**src/rtl/add_sub.sv**
```systemverilog
// add_sub: registered WIDTH-bit ripple-carry adder/subtractor.
//
// Subtraction is A + ~B + 1. Each B bit is inverted by ctrl, and ctrl also
// feeds the carry-in of stage 0. A new operation is accepted on every cycle.
// The result and the per-stage carry-out vector are registered, so they
// appear one clock after their inputs.
//
// Ports:
//   clk   - clock; all state changes on the rising edge
//   rst   - synchronous, active-high reset; clears sum and carry
//   a     - operand A (unsigned or two's complement)
//   b     - operand B
//   ctrl  - 0: sum = A + B, 1: sum = A - B (both modulo 2^WIDTH)
//   sum   - registered result bits
//   carry - registered carry-out of each stage; carry[WIDTH-1] is the
//           overflow flag in add mode and the no-borrow flag in subtract mode
module add_sub #(
  parameter int unsigned WIDTH = 4
) (
  input  logic             clk,
  input  logic             rst,
  input  logic [WIDTH-1:0] a,
  input  logic [WIDTH-1:0] b,
  input  logic             ctrl,
  output logic [WIDTH-1:0] sum,
  output logic [WIDTH-1:0] carry
);

  logic [WIDTH-1:0] bx;
  logic [WIDTH-1:0] s;
  logic [WIDTH-1:0] c_out;
  logic             c_in;

  logic [WIDTH-1:0] sum_q;
  logic [WIDTH-1:0] carry_q;

  // Ripple chain. c_in is a procedural temporary that carries each stage's
  // carry-out into the next stage within a single evaluation.
  always_comb begin
    bx    = b ^ {WIDTH{ctrl}};
    s     = '0;
    c_out = '0;
    c_in  = ctrl;
    for (int i = 0; i < WIDTH; i++) begin
      s[i]     = a[i] ^ bx[i] ^ c_in;
      c_out[i] = (a[i] & bx[i]) | (a[i] & c_in) | (bx[i] & c_in);
      c_in     = c_out[i];
    end
  end

  // Reset has priority over the operation.
  always_ff @(posedge clk) begin
    if (rst) begin
      sum_q   <= '0;
      carry_q <= '0;
    end else begin
      sum_q   <= s;
      carry_q <= c_out;
    end
  end

  assign sum   = sum_q;
  assign carry = carry_q;

endmodule

```
**config.mk**
```make
export PLATFORM = sky130hd
export DESIGN_NAME = add_sub
export DESIGN_NICKNAME = d
export VERILOG_FILES = /design/src/rtl/add_sub.sv
export SDC_FILE = /design/constraint.sdc
export NUM_CORES = 1
export LEC_CHECK = 0
export ABC_AREA = 1
export CAP_MARGIN = 20
export CORE_AREA = 5 5 42 44
export CTS_BUF_LIST = sky130_fd_sc_hd__clkbuf_16
export DETAILED_ROUTE_END_ITERATION = 8
export DIE_AREA = 0 0 47 49
export HOLD_SLACK_MARGIN = 0.03
export PLACE_DENSITY_LB_ADDON = 0.25
export SYNTH_ARGS = -nofsm -noshare
export SYNTH_HDL_FRONTEND = slang
export SYNTH_SLANG_ARGS = --single-unit
```
**constraint.sdc**
```tcl
create_clock -name clk -period 3.5 [get_ports clk]
set_input_delay 0.7 -clock clk [delete_from_list [all_inputs] [get_ports clk]]
set_output_delay 0.7 -clock clk [all_outputs]
set_load 0.05 [all_outputs]
```
==> reports/qor.yml <==
status: "complete, no violations"
antenna_found_initial: 0
timing.critical_path.mode_cell: "nor2_1"
critical_path_buf_inv_count: 1
worstPathArrival_ns: 2.48
track_usage_pct: 7.35
syn_nets: 69
cap_violations: 0
synthDistinctLibCells: 17
synth_area_per_cell_sq_um: 7.48
highest_layer: "met3"
num_vias: 382
grt_max_degree: 7
dp.cells: 88
hold_buffers: 0
finalSetupViolCount: 0
hp-class: "primary input to flip-flop"
cts_max_path_buffers: 2
clkSinkCount: 8
path_max_fanout: 6
setup_tns_ns: 0
p_per_area_mw_per_mm2: 581
cts_resized: 0
dr_wl_met3_microns: 49
yosys_register_bits: 8
finalHoldViolations: 0
dp_hpwl_microns: 647
grt_pass1_wl_microns: 1190
die_area_sq_mm: 0.00230
cp-end-kind: "flip-flop"
crit_required_ns: 3.67
wl_microns: 772
slew_violations: 0
portBuffers: 18
die_x_microns: 47
dieHeight_microns: 49
syn_to_final_growth_pct: 64.1
slew_headroom_pct: 66.8
slowest_stage: "clkdlybuf4s50_1"
slowest_delay_ns: 0.56
post_drt_wl_per_cell_microns: 8.48
wl_met2_microns: 402
cts.clk_slew.worst_paths_ns: 0.03
layout-drive-gt1-share_pct: 8.00
fin_util_pct: 48.2
grt_pass1_vias: 311
grt_overflow: 0
fin_nets: 91
tightest_slew_ns: 0.496
diodes: 0
dr.first_iter.drc_count: 1
wl_met1_microns: 320
ir_drop_uv: 173
firstDrtPassIters: 2
ys_seq_area_share_pct: 38.9
htreeDepth: 1
max_freq_mhz: 432
hold_depth: 3
fin_crit_ns: 2.32
via_per_inst: 4.20
cp.depth: 8
ios: 19
cts_buffers: 3
cts_root_buf: "clkbuf_16"
p_leak_nw: 0.322
cp_top_family: "simple AND/OR/NAND/NOR gates"
post_cts_buffers: 0
crit_chain: "clkdlybuf4s50_1, nor2_1, nor2_1, fa_1, or2_0, nand2_1, nor2_1, nor2_1"
final_cells: 91
critPathKind: "primary input to flip-flop"
post-route-period-util_pct: 66.2
start_kind: "primary input"
synth_warnings: 0
final_antenna_net_count: 0
synthCells: 55
total_power_mw: 0.392
row_count: 14
core_area_sq_mm: 0.00140
gp_congestion: 0.750
initial_utilization_pct: 29.4
syn-cell-area_sq_um: 412
route.detailed.drc: 0
rsz0062_at_grt: "false"
cts_tree: "done"
-- synthesized netlist by cell type, drive strengths merged --
library cell,n,area (sq um)
nand2,12,47.6
ha,2,25.0
fa,1,20.0
inv,10,40.0
or2,1,6.26
nand3,4,25.0
xnor2,1,8.76
xor2,1,8.76
nor3,1,5.00
a21oi,3,15.0
buf,1,11.3
dfxtp,8,160
o21ai,1,5.00
nor2,9,33.8
-- through the flow --
step | instance area (sq um) | worst slack, ns | hold slack (ns)
floorplan | 412 | 1.54 | 0.769
global placement | 601 | 0.964 | 1.30
detailed placement | 601 | 0.947 | 1.30
CTS | 676 | 1.18 | 1.07
global route | 676 | 1.07 | 1.11
finish | 676 | 1.18 | 1.07
-- where the power goes --
part / leakage [nW] / total (mW) / switching [mW] / internal [mW]
combinational: 0.218 / 0.102 / 0.0624 / 0.0399
sequential: 0.0668 / 0.104 / 0.00212 / 0.102
clock: 0.0370 / 0.186 / 0.0396 / 0.147
-- worst paths after layout --
| path | slack, ns | endpoint | start |
|---|---|---|---|
| worst max-delay path | 1.18 | sum[3]$_SDFF_PP0_ | ctrl |
| worst min-delay path | 1.07 | sum[0]$_SDFF_PP0_ | a[0] |
-- layout by cell type, fill, tap and decap left out, drive strengths merged --
master         instances
nand3                  4
or2                    1
fa                     1
dfxtp                  8
nor3                   1
xnor2                  1
nor2                   9
a21oi                  3
clkdlybuf4s50         18
nand2                 12
inv                   10
o21ai                  1
clkbuf                 3
xor2                   1
ha                     2
-- flip-flops by register name, indices dropped and copies added, names as in the netlist --
register,count
sum,4
carry,4
-- cell type report --
type	instances	area, sq um
tap	16	20.0
sequential	8	160
fill	146	726
inverter	10	40.0
timing repair buffer	18	180
clock buffer	3	75.1
multi-input combinational	36	200
-- worst min-delay path, cell delays in order --
cell and delay, ns:
clkdlybuf4s50_1 0.42, nand2_1 0.07, a21oi_1 0.05
-- metal layers --
layer / vias to the layer above / GRT usage (%)
met5: - / 0
met4: 0 / 6.91
met3: 0 / 2.21
met2: 8 / 10.6
met1: 163 / 8.00
li1: 211 / -
-- kinds of logic after synthesis --
logic type	share of synthesized area [%]
DFF	38.9
and+or+nand+nor	28.6
xor gates and xnor gates	4.26
adders and majority gates	10.9
buffers and inverters	12.5
AOI/OAI and AO/OA	4.86
Power figures use the tool's default switching activity.
